`config.mk`:
```
export PLATFORM = sky130hd
export DESIGN_NAME = ca_frame_gen
export DESIGN_NICKNAME = d
export VERILOG_FILES = /design/src/rtl/ca_pkg.sv /design/src/rtl/ca_next_row.sv /design/src/rtl/ca_frame_gen.sv
export SDC_FILE = /design/constraint.sdc
export NUM_CORES = 2
export LEC_CHECK = 0
export BUFFER_PORTS_ARGS = -buffer_cell sky130_fd_sc_hd__buf_2
export CORE_AREA = 3 3 343 345
export CTS_CLUSTER_DIAMETER = 30
export DETAILED_ROUTE_END_ITERATION = 12
export DIE_AREA = 0 0 346 348
export MAX_ROUTING_LAYER = met4
export PLACE_DENSITY = 0.76
export SETUP_SLACK_MARGIN = 0.4
export SLEW_MARGIN = 0
export SYNTH_ARGS = -nofsm -noshare
export SYNTH_HDL_FRONTEND = slang
export SYNTH_SLANG_ARGS = --single-unit
```
`constraint.sdc`:
```
create_clock -name iCLK -period 3.9 [get_ports iCLK]
set_clock_uncertainty 0.2 [all_clocks]
set_input_delay 0.195 -clock iCLK [delete_from_list [all_inputs] [get_ports iCLK]]
set_output_delay 0.195 -clock iCLK [all_outputs]
set_load 0.02 [all_outputs]
```
`src/rtl/ca_pkg.sv`:
```
// Shared definitions for the cellular-automaton frame generator:
// FSM state encoding, default frame geometry and the seed LFSR constants.
package ca_pkg;

  typedef enum logic [2:0] {
    S_IDLE,
    S_SEED,
    S_WRITE,
    S_GEN,
    S_DONE
  } state_t;

  localparam int CA_WIDTH_DEF  = 640;
  localparam int CA_HEIGHT_DEF = 480;

  localparam logic [31:0] LFSR_INIT  = 32'h5555_5555;
  localparam int          LFSR_TAP_A = 0;
  localparam int          LFSR_TAP_B = 3;

  // One right shift of the seed LFSR; the feedback enters at bit 31.
  function automatic logic [31:0] lfsr_step(input logic [31:0] s);
    return {s[LFSR_TAP_A] ^ s[LFSR_TAP_B], s[31:1]};
  endfunction

endpackage

```
`src/rtl/ca_next_row.sv`:
```
// Combinational elementary-CA evaluator: computes the next generation of a
// WIDTH-cell row from the Wolfram rule byte. With wrap set the row is a ring,
// otherwise the cells beyond both ends read as 0.
module ca_next_row
  import ca_pkg::*;
#(
  parameter int WIDTH = CA_WIDTH_DEF
) (
  input  logic [WIDTH-1:0] cells,
  input  logic [7:0]       rule,
  input  logic             wrap,
  output logic [WIDTH-1:0] next_cells
);

  for (genvar i = 0; i < WIDTH; i++) begin : g_cell
    logic l;
    logic r;
    if (i == 0) begin : g_l_edge
      assign l = wrap & cells[WIDTH-1];
    end else begin : g_l_in
      assign l = cells[i-1];
    end
    if (i == WIDTH - 1) begin : g_r_edge
      assign r = wrap & cells[0];
    end else begin : g_r_in
      assign r = cells[i+1];
    end
    assign next_cells[i] = rule[{l, cells[i], r}];
  end

endmodule

```
`src/rtl/ca_frame_gen.sv`:
```
// Elementary cellular-automaton frame generator. Seeds a row of WIDTH cells,
// streams every row into a frame buffer as {x,y} pixel writes with a
// wr_ready handshake, and evolves the row HEIGHT-1 times per frame.
// Optional build macro CA_RANDOM_SEED_EN adds the LFSR random-row seed
// (seed_mode=1); without it seed_mode is ignored and the seed is always a
// single centre cell.
module ca_frame_gen
  import ca_pkg::*;
#(
  parameter int WIDTH  = CA_WIDTH_DEF,
  parameter int HEIGHT = CA_HEIGHT_DEF,
  parameter int X_W    = 10,
  parameter int Y_W    = 9
) (
  input  logic               iCLK,
  input  logic               reset,
  input  logic               start,
  input  logic               run_cont,
  input  logic [7:0]         rule,
  input  logic               wrap,
  input  logic               seed_mode,
  input  logic               wr_ready,
  output logic               wr_en,
  output logic [X_W+Y_W-1:0] wr_addr,
  output logic               wr_data,
  output logic               busy,
  output logic               done,
  output logic [Y_W-1:0]     row
);

  localparam logic [X_W-1:0]   X_LAST = X_W'(WIDTH - 1);
  localparam logic [Y_W-1:0]   Y_LAST = Y_W'(HEIGHT - 1);
  localparam logic [WIDTH-1:0] CENTRE = {{(WIDTH-1){1'b0}}, 1'b1} << (WIDTH / 2);

  state_t           state;
  logic [X_W-1:0]   x;
  logic [WIDTH-1:0] cells;
  logic [WIDTH-1:0] cells_nxt;
  logic [7:0]       rule_f;
  logic             wrap_f;

`ifdef CA_RANDOM_SEED_EN
  logic             seed_f;
  logic [31:0]      lfsr;
`else
  logic             unused_seed_mode;
  assign unused_seed_mode = seed_mode;
`endif

  ca_next_row #(
    .WIDTH(WIDTH)
  ) u_next_row (
    .cells     (cells),
    .rule      (rule_f),
    .wrap      (wrap_f),
    .next_cells(cells_nxt)
  );

  // Frame sequencing: seed, write each row pixel by pixel, evolve, repeat.
  always_ff @(posedge iCLK) begin
    if (reset) begin
      state  <= S_IDLE;
      x      <= '0;
      row    <= '0;
      cells  <= '0;
      rule_f <= '0;
      wrap_f <= 1'b0;
`ifdef CA_RANDOM_SEED_EN
      seed_f <= 1'b0;
      lfsr   <= LFSR_INIT;
`endif
    end else begin
      unique case (state)
        S_IDLE: begin
          if (start) begin
            rule_f <= rule;
            wrap_f <= wrap;
`ifdef CA_RANDOM_SEED_EN
            seed_f <= seed_mode;
`endif
            state  <= S_SEED;
          end
        end
        S_SEED: begin
`ifdef CA_RANDOM_SEED_EN
          if (seed_f) begin
            // x doubles as the seed cell index; it is back at 0 for WRITE.
            cells[x] <= lfsr[0];
            lfsr     <= lfsr_step(lfsr);
            if (x == X_LAST) begin
              x     <= '0;
              state <= S_WRITE;
            end else begin
              x <= x + 1'b1;
            end
          end else begin
            cells <= CENTRE;
            state <= S_WRITE;
          end
`else
          cells <= CENTRE;
          state <= S_WRITE;
`endif
        end
        S_WRITE: begin
          if (wr_ready) begin
            if (x == X_LAST) begin
              x     <= '0;
              state <= (row == Y_LAST) ? S_DONE : S_GEN;
            end else begin
              x <= x + 1'b1;
            end
          end
        end
        S_GEN: begin
          cells <= cells_nxt;
          row   <= row + 1'b1;
          state <= S_WRITE;
        end
        S_DONE: begin
          row <= '0;
          if (run_cont) begin
            rule_f <= rule;
            wrap_f <= wrap;
`ifdef CA_RANDOM_SEED_EN
            seed_f <= seed_mode;
`endif
            state  <= S_SEED;
          end else begin
            state <= S_IDLE;
          end
        end
        default: state <= S_IDLE;
      endcase
    end
  end

  // Moore outputs decoded from the registered state and counters only.
  assign busy    = (state != S_IDLE);
  assign done    = (state == S_DONE);
  assign wr_en   = (state == S_WRITE);
  assign wr_addr = {x, row};
  assign wr_data = wr_en & cells[x];

endmodule
```
After elaboration in Yosys (flattened, before gate mapping) --
Cells that the tools add are included.
Cells by class: $add $sub $neg 2, equal/unequal tests 10, multiplexer cells 1297, bitwise gates (word level) 3, $lt $le $gt $ge 641, reduce and logical (&&, ||, !) cells 9
Operators with widths (count):
- $lt A3 B4 Y1 const B | 640
- $bmux W1 S3 | 640
- $pmux W640 S2 | 1
- $mux W1 | 644
- $pmux W9 S2 | 1
- $mux W8 | 2
- $pmux W8 S2 | 1
- $mux W3 | 4
- $pmux W3 S4 | 1
- $lt A10 B11 Y1 const B | 1
- $add A10 B1 Y10 const B | 1
- $bmux W1 S10 | 1
- $eq A10 B10 Y1 const B | 1
- $mux W10 | 1
- $add A9 B1 Y9 const B | 1
- $eq A9 B9 Y1 const B | 1
- $eq A3 B2 Y1 const B | 2
- $ne A2 B2 Y1 const B | 3
- $reduce_and A3 Y1 | 2
- $reduce_bool A2 Y1 | 3
- $and A1 B1 Y1 | 3
- $eq A3 B1 Y1 const B | 1
- $eq A3 B3 Y1 const B | 1
- $logic_not A3 Y1 | 1
- other kinds (5) | 5
Word-level totals: output and inout bits 32, bits of input ports 15, word-level logic and storage cells 1968, bits in registers 671

Longest topological paths before layout --
depth in word-level cells 5, gate-level depth with buffers 11, depth with buffers taken out 7

By module --
Synthesis repeated with hierarchy kept, for this count alone.
Second synthesis, totals: cell total of the unflattened synthesis 6787, area, all modules 70433.8 sq um
Modules (own cells, without submodules):
- ca_next_row | sequential area each 0.0 sq um, area each 40894.2 sq um, cells an instance 3337, instances 1
- ca_frame_gen | sequential area each 13432.9 sq um, area each 29539.6 sq um, cells an instance 3450, instances 1

Worst setup path after synthesis --
OpenSTA, ideal clock, no wires.
path kind register -> output, from register x[0], to output wr_data, setup slack 1.159 ns, path buffers 2, data required time 3.505 ns, data arrival time 2.346 ns, cell stages (with the launch flop) 9, cells stage by stage dfxtp_1 > buf_6 > buf_6 > mux4_2 > mux4_2 > a311oi_1 > o21ai_1 > o211ai_2 > a32oi_1
Between the ends: longest elaborated chain between the ends 3
Ends and longest elaborated chain:
- start: declaration | RTL line ca_frame_gen.sv:36 | logic [X_W-1:0] x;
- start signal: assignment | RTL line ca_frame_gen.sv:111 | x <= x + 1'b1;
- $bmux W1 S10 | RTL line ca_frame_gen.sv:143 | assign wr_data = wr_en & cells[x];
- $mux W1 (implied by the code) | RTL line ca_frame_gen.sv:143
- $and A1 B1 Y1 | RTL line ca_frame_gen.sv:143
- end: declaration | RTL line ca_frame_gen.sv:25 | output logic wr_data,
Every way passes these cells. The select of a mux whose other input is x is not followed.

Final worst setup path --
Ends and elaborated chain as after synthesis.

==> reports/metrics.csv <==
stage,metric,value,unit
power,ir_worst_vdd,0.346,mV
clocking,clock_sinks,671,
detailed_routing,drcViolationCount,0,
sta,hold_ws,189,ps
synthesis,synth_top_area_share,47.3,%
finish,area_growth_syn_to_layout,9.52,%
clocking,clk-insertion-delay-late,790,ps
critical_path,crit_required,3500,ps
synthesis,yosysWarningCount,0,
floorplan,core,115000,um^2
power,total_power,32.4,mW
critical_path,cp_max_fo,8,
critical_path,crit_type,register to output pin,
synthesis,yosysTopAreaCell,mux4_2,
floorplan,io-pin-count,47,
global_routing,antenna_found_initial,3,
worst_hold_path,worstHoldPathType,input port to register,
status,outcome,finished with violations,
synthesis,synth_ff_type,dfxtp_1,
synthesis,synth_cells,6838,
critical_path,cp-end-kind,output pin,
synthesis,syn_avg_cell_area,10.0,um^2
run,maxCapViolCount,0,
power,p_per_area,431,nW/um^2
sta,fin_crit,4150,ps
floorplan,fp.dieArea,120000,um^2
floorplan,die_h,348,um
status,violations,negative setup slack,
global_routing,grt_use_total,33.4,%
clocking,cts_root_buffer,clkbuf_16,
clocking,clock_path_buffers,3,
global_routing,grt_max_degree,162,
sta,setup_viol,1,
synthesis,ys_types,53,
synthesis,synth_seq_cells,671,
placed_design,port_buffers,45,
clocking,cts.clk_slew.worst_paths,50,ps
floorplan,placementRows,124,
detailed_routing,viasPerCell,7.71,
synthesis,ys_async_sr_fraction,0,%
sta,hold_violations,0,
clocking,numCtsBuffers,197,
detailed_routing,wl_per_cell,26.6,um
sta,min_period_over_period,106,%
placed_design,place.gp.congestion,0.851,
detailed_routing,drtIter0Drc,8782,
detailed_routing,dr.pass1.iters,6,
sta,max_slew_margin,8.14,%
global_routing,overflow,0,
power,leakage,22.0,nW
detailed_routing,drtAntennaViolNets,0,
sta,tightest_slew,1380,ps
detailed_routing,via_count,57400,
finish,drive_gt1_share,34.6,%
sta,worst_slack,-246,ps
synthesis,synth-edff-count,0,
global_routing,grt_pass1_wl,319000,um
sta,finalMaxSlewViolations,0,
placed_design,dp_hpwl,98100,um
floorplan,start_util,60.0,%
synthesis,synth-seq-area-share,19.6,%
critical_path,start_kind,register,
finish,nets,5776,
global_routing,grt_pass1_vias,57500,
placed_design,pre_cts_ws,246,ps
floorplan,die_w,346,um
synthesis,syn_nets,6855,
sta,rsz0062_at_grt,yes,
critical_path,worst-endpoint-arrival,3750,ps
clocking,htreeDepth,4,
synthesis,netlist_top_cells_area,"mux4_2, dfxtp_1, clkbuf_1, nor2_1, mux2i_1",
synthesis,netlist_area,68700,um^2
sta,clock.fmax,0.241,GHz
clocking,cts_tree,built,
detailed_routing,wl,198000,um
==> worst max-delay path, stage by stage (launching register included) <==
cell	delay, ps
dfxtp_4	420
buf_4	230
buf_6	190
mux4_2	540
mux4_2	490
a22oi_1	190
nand3_1	200
nand4_1	320
a32oi_2	150
buf_4	200
==> synthesized netlist by cell type (3+ instances only) <==
cell,n
nor3_1,6
nand3b_1,4
mux2_2,9
mux2i_1,367
and3_1,3
dfxtp_1,671
buf_6,6
o21ai_0,329
nand2_1,673
a22oi_1,335
and2_1,3
nand2b_1,6
or3_1,4
a2111oi_0,3
xor2_1,6
o22ai_1,9
mux4_2,1442
buf_4,25
buf_2,25
a31oi_1,5
buf_1,25
o221ai_1,5
o211ai_1,3
clkbuf_1,1448
a211oi_1,6
a21oi_1,343
nand3_1,17
nor2_1,1003
nor2b_1,13
nand4_1,8
inv_1,3
o21ai_1,4
==> layer usage <==
| layer | vias to the layer above | global-route usage [%] | share of wire, % |
|---|---|---|---|
| met5 | - | - | 0 |
| met4 | 0 | 14.7 | 4.0 |
| met3 | 677 | 7.90 | 13 |
| met2 | 4729 | 51.2 | 48 |
| met1 | 28600 | 42.8 | 34 |
| li1 | 23400 | - | - |
==> cell usage in the layout, fill, tap and decap left out, types with 6 or more instances in the layout <==
| master | Yosys | layout |
|---|---|---|
| mux4_2 | 1442 | 1442 |
| nor2_1 | 1003 | 1003 |
| nand2_1 | 673 | 671 |
| dfxtp_1 | 671 | 657 |
| mux2i_1 | 367 | 364 |
| a21oi_1 | 343 | 341 |
| a22oi_1 | 335 | 334 |
| o21ai_0 | 329 | 328 |
| clkbuf_16 | 0 | 200 |
| buf_4 | 25 | 85 |
| buf_12 | 0 | 81 |
| clkbuf_8 | 0 | 47 |
| buf_2 | 25 | 43 |
| clkinv_2 | 0 | 42 |
| bufinv_16 | 0 | 38 |
| dlygate4sd3_1 | 0 | 32 |
| clkbuf_1 | 1448 | 26 |
| nand3_1 | 17 | 17 |
| dfxtp_4 | 0 | 13 |
| nor2b_1 | 13 | 12 |
| mux2_2 | 9 | 9 |
| nand4_1 | 8 | 8 |
| o22ai_1 | 9 | 6 |
| xor2_1 | 6 | 6 |
==> registers in the layout (all words and copies together), names as in the netlist <==
register / flops
cells: 640
x: 10
row: 9
rule_f: 8
state: 3
wrap_f: 1
==> layout make-up <==
cell class                 instances  area, um^2
timing repair buffer             251        2990
clock inverter                    98        1600
tap                             1512        1890
sequential                       671       13500
inverter                           3        11.3
multi-input combinational       4635       49500
fill                            7793       39300
antenna                            2        5.00
clock buffer                     273        5750
==> through the flow <==
step / TNS [ps] / std cells / utilization (%) / instance area (um^2)
floorplan: 0 / 6838 / - / 68700
finish: -246 / 7445 / 65.7 / 75200
global route: -233 / 7445 / 65.7 / 75200
detailed placement: 0 / 7029 / 58.7 / 67200
CTS: -137 / 7443 / 65.7 / 75200
global placement: 0 / 7029 / 58.7 / 67200
==> logic make-up after synthesis <==
group	count (synthesis)	share of synthesized area, %
adders and majority gates	2	0.0364
buffers and inverters	1532	8.62
and+or+nand+nor	1752	9.85
AOI/OAI and AO/OA	1056	9.09
muxes	1818	52.8
xor gates and xnor gates	7	0.0892
DFF	671	19.6
==> worst paths after layout <==
path | start | end | slack (ps) | cells after the start
worst max-delay path | x[0] | wr_data | -250 | 9
worst min-delay path | start | state[0] | 190 | 5
worst max register to register | x[3] | state[0] | 570 | 7
worst min register to register | row[6] | row[6] | 330 | 2
==> repair_timing <==
action / CTS / global route
pin swaps: 4 / 4
gates resized for setup: 28 / 9
endpoints found under the setup margin: 1 / 1
gates cloned: 2 / 0
endpoints found under the hold margin: 315 / 0
buffers inserted: 9 / 0
hold buffers: 32 / 0
==> report_power, final <==
group          switching, mW  total (mW)  internal [mW]  leakage (nW)
Sequential             0.488        7.48           6.99          5.42
Clock                   5.14        17.8           12.7          3.64
Combinational           4.10        7.11           3.02          13.0
Total                   9.72        32.4           22.7          22.0
Power figures use the tool's default switching activity.
